`src/rtl/sync_pkg.sv`:
```
// Shared helpers for pointer/control synchronisers: Gray<->binary conversion
// over a fixed maximum width with a runtime width mask, plus stage limits.
package sync_pkg;

  localparam int SYNC_MIN_STAGES = 2;
  localparam int SYNC_MAX_STAGES = 4;
  localparam int SYNC_MAX_W      = 16;

  function automatic logic [SYNC_MAX_W-1:0] sync_mask(input int unsigned w);
    logic [SYNC_MAX_W:0] m;
    m = (17'd1 << w) - 17'd1;
    return m[SYNC_MAX_W-1:0];
  endfunction

  // b[i] is the XOR of all Gray bits at or above i
  function automatic logic [SYNC_MAX_W-1:0] gray2bin(input logic [SYNC_MAX_W-1:0] g,
                                                     input int unsigned w);
    logic [SYNC_MAX_W-1:0] gm, b;
    gm = g & sync_mask(w);
    for (int i = 0; i < SYNC_MAX_W; i++) b[i] = ^(gm >> i);
    return b;
  endfunction

  function automatic logic [SYNC_MAX_W-1:0] bin2gray(input logic [SYNC_MAX_W-1:0] b,
                                                     input int unsigned w);
    logic [SYNC_MAX_W-1:0] bm;
    bm = b & sync_mask(w);
    return bm ^ (bm >> 1);
  endfunction

endpackage

```
`src/rtl/sync_chain.sv`:
```
// Plain N-flop synchroniser chain with synchronous active-low reset; used for
// multi-bit Gray pointers and single-bit control signals alike.
module sync_chain
  import sync_pkg::*;
#(
  parameter int WIDTH  = 1,
  parameter int STAGES = 2
) (
  input  logic             clk,
  input  logic             n_rst,
  input  logic [WIDTH-1:0] d_i,
  output logic [WIDTH-1:0] q_o
);

  if (STAGES < SYNC_MIN_STAGES || STAGES > SYNC_MAX_STAGES) begin : g_bad_stages
    $error("sync_chain: STAGES out of range");
  end

  logic [STAGES-1:0][WIDTH-1:0] stage_q;

  always_ff @(posedge clk) begin
    if (!n_rst) begin
      stage_q <= '0;
    end else begin
      stage_q[0] <= d_i;
      for (int i = 1; i < STAGES; i++) stage_q[i] <= stage_q[i-1];
    end
  end

  assign q_o = stage_q[STAGES-1];

endmodule

```
`src/rtl/sync_ptr.sv`:
```
// Gray pointer synchroniser: flop chain, registered binary pointer, change
// pulse and advance. Optional Gray-violation checker: SYNC_PTR_GRAY_CHECK_EN.
module sync_ptr
  import sync_pkg::*;
#(
  parameter int WIDTH  = 8,
  parameter int STAGES = 2
) (
  input  logic             clk,
  input  logic             n_rst,
  input  logic [WIDTH-1:0] ptr_gray_async,
  output logic [WIDTH-1:0] ptr_gray_sync,
  output logic [WIDTH-1:0] ptr_bin,
  output logic             ptr_chg,
  output logic [WIDTH-1:0] ptr_delta,
  input  logic             err_clr,
  output logic             err
);

  if (WIDTH < 2 || WIDTH > SYNC_MAX_W) begin : g_bad_width
    $error("sync_ptr: WIDTH out of range");
  end
  if (STAGES < SYNC_MIN_STAGES || STAGES > SYNC_MAX_STAGES) begin : g_bad_stages
    $error("sync_ptr: STAGES out of range");
  end

  logic [WIDTH-1:0] bin_d, bin_q, delta_d, delta_q;
  logic             chg_d, chg_q;

  sync_chain #(.WIDTH(WIDTH), .STAGES(STAGES)) u_chain (
    .clk   (clk),
    .n_rst (n_rst),
    .d_i   (ptr_gray_async),
    .q_o   (ptr_gray_sync)
  );

  always_comb begin
    bin_d   = WIDTH'(gray2bin(SYNC_MAX_W'(ptr_gray_sync), WIDTH));
    chg_d   = (bin_d != bin_q);
    // modulo-2^WIDTH subtraction handles the wrap for free
    delta_d = chg_d ? (bin_d - bin_q) : '0;
  end

  always_ff @(posedge clk) begin
    if (!n_rst) begin
      bin_q   <= '0;
      chg_q   <= 1'b0;
      delta_q <= '0;
    end else begin
      bin_q   <= bin_d;
      chg_q   <= chg_d;
      delta_q <= delta_d;
    end
  end

  assign ptr_bin   = bin_q;
  assign ptr_chg   = chg_q;
  assign ptr_delta = delta_q;

`ifdef SYNC_PTR_GRAY_CHECK_EN
  logic [WIDTH-1:0] prev_q;
  logic             err_d, err_q;

  // more than one Gray bit flipping between samples means a torn pointer
  always_comb begin
    err_d = err_q && !err_clr;
    if ($countones(ptr_gray_sync ^ prev_q) > 1) err_d = 1'b1;
  end

  always_ff @(posedge clk) begin
    if (!n_rst) begin
      prev_q <= '0;
      err_q  <= 1'b0;
    end else begin
      prev_q <= ptr_gray_sync;
      err_q  <= err_d;
    end
  end

  assign err = err_q;
`else
  logic unused_err_clr;
  assign unused_err_clr = err_clr;
  assign err            = 1'b0;
`endif

endmodule

```
`config.mk`:
```
export PLATFORM = sky130hd
export DESIGN_NAME = sync_ptr
export DESIGN_NICKNAME = d
export VERILOG_FILES = /design/src/rtl/sync_pkg.sv /design/src/rtl/sync_chain.sv /design/src/rtl/sync_ptr.sv
export SDC_FILE = /design/constraint.sdc
export NUM_CORES = 1
export LEC_CHECK = 0
export BUFFER_PORTS_ARGS = -buffer_cell sky130_fd_sc_hd__buf_4
export CAP_MARGIN = 20
export CORE_MARGIN = 10
export CORE_UTILIZATION = 54
export CTS_BUF_LIST = sky130_fd_sc_hd__clkbuf_4 sky130_fd_sc_hd__clkbuf_8
export CTS_CLUSTER_SIZE = 14
export DETAILED_ROUTE_END_ITERATION = 10
export PLACE_DENSITY = 0.81
export SYNTH_ARGS = -nofsm -noshare
export SYNTH_HDL_FRONTEND = slang
export SYNTH_HIERARCHICAL = 1
export SYNTH_SLANG_ARGS = --single-unit
export TNS_END_PERCENT = 10
```
`constraint.sdc`:
```
create_clock -name clk -period 5.2 [get_ports clk]
set_input_delay 0.26 -clock clk [delete_from_list [all_inputs] [get_ports clk]]
set_output_delay 0.26 -clock clk [all_outputs]
set_load 0.02 [all_outputs]
```
# Yosys cells after proc, flatten, opt, wreduce, memory -nomap -nowiden

Index checks and enable logic that the tools add are counted.

Input bits: 11
Output and inout port bits: 26
Logic and storage cells: 16
Bits in registers: 33

Add/sub/neg operators: 1
Equality and inequality tests: 1
Reductions and logical operators: 9

Operator list:

| kind                | number |
|---|---|
| parity 16 bit       | 8 |
| != test 8 bit       | 1 |
| subtractor 8 bit    | 1 |
| AND reduction 2 bit | 1 |

# Longest topological paths before layout

Gate-level depths: netlist of run 1.

Depth in word-level cells: 3
Mapped depth: 14
Depth with buffers taken out: 12

# Modules after synthesis

Netlist of run 1, hierarchy kept.

Modules (own cells, without submodules):

| module     | cells an instance | sequential area each (µm²) | instances | area each (µm²) |
|---|---|---|---|---|
| sync_ptr   | 94                | 340.3                      | 1         | 957.2 |
| sync_chain | 41                | 320.3                      | 1         | 506.7 |

# Worst setup path after synthesis of run 1

No wires, ideal clock.

Kind: reg-to-reg
Start: register u_chain.stage_q (netlist bit u_chain/q_o[7])
End: register delta_q[6] (netlist: ptr_delta[6])
Path slack: 1.500 ns
Library setup time: 0.112 ns
Cell stages (with the launch flop): 15
Buffers on the path: 2
Data arrival time: 3.587 ns
Clock period less this slack: 3.700 ns
Data required time: 5.088 ns
Path through: dfxtp_1 > buf_4 > buf_2 > xor3_2 > xor3_1 > xnor2_1 > xnor2_1 > ha_1 > inv_1 > fa_1 > a21o_1 > a21oi_1 > nor2_1 > a311o_1 > a2111oi_1

Cells in the longest elaborated chain, start to end: 3
Elaborated cells on any way between the ends: 11
Classes of those cells: 1 x add/sub; 1 x eq/ne; 9 x reduce/logical

Ends and longest elaborated chain:

| item                                                                     | RTL line         | RTL |
|---|---|---|
| start, declared                                                          | sync_chain.sv:19 | `logic [STAGES-1:0][WIDTH-1:0] stage_q;` |
| parity 16 bit (*)                                                        | sync_pkg.sv:20   | `for (int i = 0; i < SYNC_MAX_W; i++) b[i] = ^(gm >> i);` |
| net bin_d[5]                                                             | sync_ptr.sv:27   | `logic [WIDTH-1:0] bin_d, bin_q, delta_d, delta_q;` |
| parallel branches: the longest is 2 deep, another holds subtractor 8 bit | -                |  |
| end signal, assigned                                                     | sync_ptr.sv:52   | `delta_q <= delta_d;` |
| end, declared                                                            | sync_ptr.sv:27   |  |

Mark *: on every way through the listed nets, which the timed path passes.
A chain may end at the register's enable or synchronous reset.

# Worst setup path in the final report of run 1

Ends and elaborated chain as after synthesis.

==> results of run 1 <==
-- final cells by class --
type	count	area [um^2]
well taps	30	37.5
flip-flops and latches	33	661
clock inverters	1	30.0
multi-input cells	82	686
clock buffers	7	58.8
fillers	201	764
repair buffers	34	255
inverters	8	30.0
-- registers in the layout, indices dropped and copies added, names as in the netlist --
register         cells
u_chain/q_o          8
ptr_bin              8
ptr_chg              1
u_chain/stage_q      8
ptr_delta            8
-- synth_stat cells, types with 2 or more instances --
cell | instances | area (um^2)
dfxtp_1 | 33 | 661
and2_1 | 12 | 75.1
and2_2 | 12 | 90.1
buf_4 | 9 | 67.6
inv_1 | 8 | 30.0
nor2_1 | 8 | 30.0
xnor2_1 | 6 | 52.6
ha_1 | 5 | 62.6
a21oi_1 | 4 | 20.0
nor2b_1 | 3 | 18.8
nor3_1 | 3 | 15.0
xor2_1 | 3 | 26.3
nand2_1 | 2 | 7.51
o21a_1 | 2 | 15.0
-- through the flow --
step                utilization  hold slack, ns  worst slack, ns  cell area (um^2)  power, mW
detailed placement        0.662           0.433             1.27              1670      0.555
global placement          0.662           0.428             1.33              1670      0.547
CTS                       0.697           0.115             1.24              1760      0.762
floorplan                     -           0.382             1.50              1460      0.482
finish                    0.697           0.130             1.24              1760      0.752
global route              0.697           0.111            0.922              1760      0.796
-- worst min path at each step --
stage | to | slack [ns] | cells after the start
6_report | u_chain/stage_q[3] | 0.13 | 2
2_1_floorplan | ptr_bin[1] | 0.38 | 1
3_5_place_dp | u_chain/q_o[6] | 0.43 | 1
4_1_cts | u_chain/stage_q[4] | 0.12 | 2
5_1_grt | u_chain/stage_q[6] | 0.11 | 2
3_3_place_gp | u_chain/q_o[7] | 0.43 | 1
-- per-layer routing --
| layer | part of all wire | wire length (um) | up-vias |
|---|---|---|---|
| met3 | 0.080 | 204 | 5 |
| met4 | 0.017 | 44 | 0 |
| met2 | 0.51 | 1300 | 29 |
| met5 | 0 | 0 | - |
| met1 | 0.39 | 983 | 437 |
| li1 | - | - | 495 |
-- cell families (layout without fill, tap and decap cells) --
| group | count (synthesis) | after routing | synth area share |
|---|---|---|---|
| DFF | 33 | 33 | 0.451 |
| and+or+nand+nor | 45 | 45 | 0.183 |
| buffers and inverters | 20 | 50 | 0.0803 |
| other | 1 | 1 | 0.00256 |
| AOI/OAI and AO/OA | 16 | 16 | 0.0940 |
| xor gates and xnor gates | 14 | 14 | 0.132 |
| adders and majority gates | 6 | 6 | 0.0564 |
-- report_power, final --
part           internal, mW  switching [mW]  leakage [nW]  total, mW
Clock                 0.120          0.0845        0.0489      0.205
Sequential            0.286          0.0137         0.274      0.299
Combinational         0.115           0.134         0.478      0.249
==> impl_metrics.json, run 1 <==
{
  "clk_pin_slew_ns": 0.09,
  "power.leakage_nw": 0.800,
  "synth_ff_type": "dfxtp_1",
  "hp-class": "in -> reg",
  "dp.cells": 187,
  "synth.avg_cell_area_um2": 10.8,
  "start_util": 0.580,
  "postCtsSetupBuffers": 0,
  "drt_iter0_markers": 24,
  "crit_family": "XOR/XNOR gates",
  "fin_nets": 181,
  "drtAntennaViolNets": 0,
  "required_ns": 5.41,
  "finish.cell_count_without_fillers": 195,
  "cp_slowest_cell": "xor3_2",
  "crit_path_start_kind": "flop",
  "grtUsageTotal": 0.103,
  "antenna_found_initial": 0,
  "die_w_um": 72.1,
  "async_flop_share": 0,
  "cts-htree-levels": 2,
  "fin_setup_tns_ns": 0,
  "fmax_mhz": 253,
  "grt_setup_unrepaired": "false",
  "syn_nets": 152,
  "use_met3": 0.0599,
  "grt-ovfl-total": 0,
  "maxCapViolCount": 0,
  "hold_viol": 0,
  "yosysWarnings": 6,
  "synth-edff-count": 0,
  "critical_path.startpoint": "u_chain/q_o[7]",
  "met2_usage": 0.173,
  "path_buf_inv": 1,
  "synth_area_um2": 1460,
  "reg2reg_from": "u_chain/q_o[7]",
  "grt_start_max_net_pins": 26,
  "ir_drop_uv": 317,
  "path_max_fanout": 6,
  "use_met1": 0.103,
  "cts_num_sinks": 33,
  "wl_mm": 2.54,
  "path_cells": "xor3_2 -> xor3_1 -> xnor2_1 -> xnor2_1 -> ha_1 -> inv_1 -> fa_1 -> a21o_1 -> a21oi_1 -> nor2_1 -> a311o_1 -> a2111oi_1",
  "slew_viol_final": 0,
  "die-area_um2": 5190,
  "skew_ns": 0.0112,
  "cts_resized": 0,
  "cts_max_path_buffers": 2,
  "insertion_delay_ns": 0.34,
  "routed_via_density": 4.95,
  "drtPass1Iterations": 4,
  "worst_pin_slew_ns": 0.565,
  "status": "finished, final reports clean",
  "hpwlAfterDp_mm": 1.92,
  "pin_count": 37,
  "power_density_nw_per_um2": 428,
  "hold_buffers": 0,
  "vias": 966,
  "slew_headroom": 0.622,
  "final_cell_mix": "buf_4 (34), dfxtp_1 (33), and2_1 (12), and2_2 (12)",
  "cp.arrival_ns": 4.16,
  "mostFrequentLayoutCell": "buf_4",
  "crit_cells": 12,
  "rrSetupSlack_ns": 1.24,
  "drive_gt1_frac": 0.352,
  "io_buffers": 34,
  "fp-row-count": 18,
  "synth-seq-area-share": 0.451,
  "min_period_ns": 3.96,
  "gp_congestion": 0.793,
  "cpMostUsedCell": "xnor2_1",
  "diodes": 0,
  "area_growth_pct": 20.1,
  "slowest_delay_ns": 0.49,
  "setup_violations": 0,
  "drc": 0,
  "ys_ff_latch": 33,
  "criticalPathCategory": "reg -> reg",
  "reg2reg_depth": 12,
  "hold_start": "ptr_gray_async[3]",
  "worstSetupEndpointType": "flop",
  "grt_pass1_wl_mm": 4.33,
  "cts_buffers": 5,
  "wl_per_cell_um": 13.0,
  "period_share": 0.761,
  "fp.dieH_um": 72.1,
  "core_um2": 2520,
  "syn_inst": 135,
  "top_usage_layer": "met2",
  "reg2reg_to": "ptr_delta[6]",
  "yosysUniqueCellTypes": 39,
  "cts_root_buffer": "clkbuf_4",
  "crit_end": "ptr_delta[6]",
  "grt_pass1_vias": 974,
  "cts_tree": "done"
}
Power figures use the tool's default switching activity.
==> inputs of run 2 (changes only) <==
- CORE_UTILIZATION: 54 -> 49
- PLACE_DENSITY: 0.81 -> 0.77
- clock period: 5.2 -> 3.3 ns (I/O delays scaled with it)
==> run 2 against run 1 <==
Against the previous run:
- sequential share of layout area fell by 1.5 points
- worst setup slack got worse by 1.1 ns
- die area rose by 7.3%
- critical path depth did not move
- register-to-register slack got worse by 1.1 ns
- non-clock buffer count rose by 6
- global-route usage rose by 0.57 points
- combinational power rose by 82%
- highest routed layer unchanged
- utilization fell by 4.3 points
==> impl_metrics.json, run 2 (synthesis results as in run 1) <==
{
  "worst_pin_slew_ns": 0.582,
  "power.leakage_nw": 0.826,
  "final_cell_area_um2": 1830,
  "placed_area_um2": 1750,
  "hp-class": "in -> reg",
  "n_fill_cell": 233,
  "ir_drop_uv": 358,
  "slew_headroom": 0.610,
  "power_density_nw_per_um2": 632,
  "status": "finished, final reports clean",
  "grt-ovfl-total": 0,
  "hold_depth": 2,
  "area_growth_pct": 25.2,
  "cts-htree-levels": 2,
  "drtAntennaViolNets": 0,
  "final_cell_mix": "buf_4 (40), dfxtp_1 (32), and2_1 (12), and2_2 (12)",
  "drc": 0,
  "worstSetupEndpointType": "flop",
  "gp_congestion": 0.766,
  "path_cells": "xor3_2 -> xor3_2 -> xnor2_4 -> xnor2_2 -> ha_2 -> inv_2 -> fa_2 -> a21o_1 -> a21oi_4 -> nor2_2 -> a311o_1 -> a2111oi_2",
  "skew_ns": 0.00429,
  "insertion_delay_ns": 0.34,
  "fmax_mhz": 317,
  "seq_area_um2": 662,
  "grt_pass1_wl_mm": 4.55,
  "grt_start_max_net_pins": 26,
  "hold_viol": 0,
  "drive_gt1_frac": 0.435,
  "grt_pass1_vias": 1046,
  "top_layer": "met4",
  "period_share": 0.957,
  "postCtsSetupBuffers": 0,
  "routed_via_density": 5.02,
  "core_um2": 2810,
  "clk_pin_slew_ns": 0.10,
  "cts_max_path_buffers": 2,
  "grtUsageTotal": 0.109,
  "die_w_um": 74.7,
  "wl_per_cell_um": 14.2,
  "antenna_found_initial": 0,
  "hold_start": "ptr_gray_async[1]",
  "start_util": 0.522,
  "path_max_fanout": 3,
  "drt_iter0_markers": 84,
  "cp_slowest_cell": "xor3_2",
  "rrSetupSlack_ns": 0.14,
  "setup_violations": 0,
  "crit_path_start_kind": "flop",
  "mostFrequentLayoutCell": "buf_4",
  "drtPass1Iterations": 5,
  "wl_mm": 2.86,
  "fin_util": 0.653,
  "fin_nets": 187,
  "io_buffers": 34,
  "cts_buffers": 5,
  "cts_root_buffer": "clkbuf_4",
  "hold_buffers": 0,
  "reg2reg_to": "ptr_delta[6]",
  "whs_endpoint": "u_chain/stage_q[1]",
  "slew_viol_final": 0,
  "pin_count": 37,
  "cpMostUsedCell": "xor3_2",
  "fp-row-count": 19,
  "vias": 1010,
  "grt_setup_unrepaired": "false",
  "wl_met1_mm": 1.12,
  "min_period_ns": 3.16,
  "hpwlAfterDp_mm": 2.12,
  "multi_input_area_um2": 743,
  "criticalPathCategory": "reg -> reg",
  "cts_tree": "done",
  "diodes": 0,
  "slowest_delay_ns": 0.43,
  "maxCapViolCount": 0,
  "required_ns": 3.54,
  "reg2reg_depth": 12,
  "met3WireLength_um": 270,
  "reg2reg_from": "u_chain/q_o[6]",
  "wl_met2_mm": 1.41,
  "die-area_um2": 5570,
  "cp.arrival_ns": 3.40,
  "cts_num_sinks": 33,
  "fp.dieH_um": 74.7
}
[run 2: worst max path at each step]
stage / slack [ns] / cells after the start / endpoint / from
after floorplan: -0.12 / 13 / ptr_delta[6] / u_chain/q_o[6]
after global placement: 0.06 / 12 / ptr_delta[6] / u_chain/q_o[6]
after detailed placement: -0.10 / 12 / ptr_delta[6] / u_chain/q_o[6]
after CTS: 0.11 / 12 / ptr_delta[6] / u_chain/q_o[6]
after global routing: 0.008 / 12 / ptr_delta[6] / u_chain/q_o[6]
final: 0.14 / 12 / ptr_delta[6] / u_chain/q_o[6]
[run 2: metal layers]
| metal | up-vias | global-route usage |
|---|---|---|
| met2 | 38 | 0.183 |
| met4 | 0 | 0.0651 |
| met1 | 462 | 0.102 |
| li1 | 504 | - |
| met5 | - | 0 |
| met3 | 6 | 0.0604 |
[run 2: critical path: cells and delay by family (launching register included)]
family,cells,cell delay [ns]
compound gates,4,0.90
xor+xnor,4,1.08
fa+ha+maj,2,0.62
buf+inv,1,0.04
flops,1,0.34
simple gates,1,0.08
[run 2: final cells by class]
cell class | instances | share of cell area
Clock buffer | 6 | 0.0280
Clock inverter | 1 | 0.00410
Inverter | 8 | 0.0164
Multi-Input combinational cell | 82 | 0.405
Sequential cell | 33 | 0.361
Tap cell | 31 | 0.0212
Timing Repair Buffer | 40 | 0.164
[run 2: power breakdown]
part | leakage [nW] | internal [mW] | total (mW) | switching (mW)
combinational | 0.522 | 0.212 | 0.454 | 0.243
clock | 0.0303 | 0.0996 | 0.235 | 0.135
sequential | 0.274 | 0.450 | 0.470 | 0.0203
total | 0.826 | 0.761 | 1.16 | 0.398
[run 2: stage by stage]
| stage | worst slack, ns | hold slack, ns | setup TNS (ns) | std cells | power [mW] |
|---|---|---|---|---|---|
| finish | 0.141 | 0.0267 | 0 | 201 | 1.16 |
| global route | 0.00778 | 0.00268 | 0 | 201 | 1.23 |
| CTS | 0.115 | 0.0127 | 0 | 201 | 1.15 |
| detailed placement | -0.102 | 0.377 | -0.102 | 194 | 0.913 |
| global placement | 0.0622 | 0.373 | 0 | 194 | 0.895 |
| floorplan | -0.123 | 0.287 | -0.123 | 135 | 0.780 |
[run 2: timing repair]
action / in CTS / in global routing
endpoints found under the setup margin: 1 / 1
gates resized for setup: 2 / 2
pin swaps: 1 / 1
==> inputs of run 3 (changes only) <==
- CORE_ASPECT_RATIO: not set -> 0.8
- RECOVER_POWER: not set -> 25
==> run 3 against run 2 <==
Against the previous run:
- clock power grew 67%
- non-clock buffer count is the same
- wire length shrank 7.2%
- via count shrank 1.3%
==> impl_metrics.json, run 3 (synthesis results as in run 1) <==
{
  "cpMostUsedCell": "xor3_2",
  "worstSetupEndpointType": "flop",
  "cts_max_path_buffers": 2,
  "cts_buffers": 5,
  "wl_per_cell_um": 12.7,
  "cts-htree-levels": 2,
  "crit_path_start_kind": "flop",
  "final_cell_mix": "buf_4 (39), dfxtp_1 (32), and2_2 (12)",
  "die-area_um2": 5590,
  "ir_drop_uv": 300,
  "wl_mm": 2.65,
  "setup_violations": 0,
  "slew_headroom": 0.470,
  "routed_via_density": 4.77,
  "path_buf_inv": 1,
  "clk_pin_slew_ns": 0.06,
  "start_util": 0.521,
  "diodes": 0,
  "drc": 0,
  "hold_viol": 0,
  "path_max_fanout": 3,
  "period_share": 0.942,
  "cts_root_buffer": "clkbuf_8",
  "grtUsageTotal": 0.110,
  "fmax_mhz": 322,
  "drive_gt1_frac": 0.427,
  "vias": 997,
  "fin_nets": 187,
  "postCtsSetupBuffers": 0,
  "antenna_found_initial": 0,
  "pin_count": 37,
  "drtAntennaViolNets": 0,
  "min_period_ns": 3.11,
  "hold_ws_ns": 0.0864,
  "area_growth_pct": 29.1,
  "cp.arrival_ns": 3.28,
  "status": "finished, final reports clean",
  "required_ns": 3.47,
  "power.leakage_nw": 0.850,
  "fp.dieH_um": 68.9,
  "slew_viol_final": 0,
  "power_density_nw_per_um2": 687,
  "cp_slowest_cell": "xor3_2",
  "criticalPathCategory": "reg -> reg",
  "worst_pin_slew_ns": 0.796,
  "grt-ovfl-total": 0,
  "insertion_delay_ns": 0.28,
  "die_w_um": 81.1,
  "drt_iter0_markers": 174,
  "final_cell_area_um2": 1890,
  "grt_start_max_net_pins": 26,
  "drtPass1Iterations": 4,
  "fp-row-count": 17,
  "gp_congestion": 0.831,
  "maxCapViolCount": 0,
  "path_cells": "xor3_2 -> xor3_2 -> xnor2_4 -> xnor2_2 -> ha_2 -> inv_2 -> fa_2 -> a21o_1 -> a21oi_2 -> nor2_1 -> a311o_1 -> a2111oi_2",
  "crit_family": "XOR/XNOR gates",
  "skew_ns": 0.00306,
  "setup_ws_ns": 0.193,
  "cts_num_sinks": 33,
  "grt_pass1_wl_mm": 4.67,
  "cts_tree": "done",
  "placed_area_um2": 1760,
  "dp_slack_ns": -0.0350,
  "hp-class": "in -> reg",
  "hold_buffers": 0,
  "grt_pass1_vias": 1047,
  "hpwlAfterDp_mm": 2.07,
  "core_um2": 2810,
  "mostFrequentLayoutCell": "buf_4",
  "slowest_delay_ns": 0.44,
  "io_buffers": 34,
  "fin_setup_tns_ns": 0,
  "grt_setup_unrepaired": "false"
}
-- run 3: repair_timing --
item,CTS,global route
gates cloned,0,0
setup endpoints to repair,1,1
pin swaps,1,0
resized for setup,0,2
-- run 3: final timing paths --
check | startpoint | endpoint | slack (ns) | depth (start not counted)
setup / recovery | u_chain/q_o[6] | ptr_delta[6] | 0.19 | 12
hold / removal | ptr_gray_async[4] | u_chain/stage_q[4] | 0.09 | 2
setup reg to reg | u_chain/q_o[6] | ptr_delta[6] | 0.19 | 12
hold reg to reg | u_chain/stage_q[4] | u_chain/q_o[4] | 0.45 | 1
-- run 3: power breakdown --
group          leakage (nW)  internal [mW]  total, mW  switching, mW
Sequential            0.274          0.451      0.470         0.0196
Combinational         0.514          0.205      0.436          0.231
Clock                0.0619          0.254      0.392          0.138
-- run 3: area by class of cell --
cell class	count	area (um^2)
Sequential cell	33	662
Inverter	8	30.0
Fill cell	226	918
Tap cell	38	47.5
Clock buffer	7	90.1
Clock inverter	1	30.0
Multi-Input combinational cell	82	733
Timing Repair Buffer	40	297
-- run 3: per-layer routing --
layer | GRT usage | wire length [um]
met5 | 0 | 0
met4 | 0.0733 | 39
met3 | 0.0568 | 277
met2 | 0.181 | 1250
met1 | 0.110 | 1080
-- run 3: metrics by stage --
stage	power, mW	std cells	util
detailed placement	0.912	201	0.627
global route	1.37	209	0.673
global placement	0.896	201	0.627
finish	1.30	209	0.673
CTS	1.30	209	0.670
floorplan	0.780	135	-
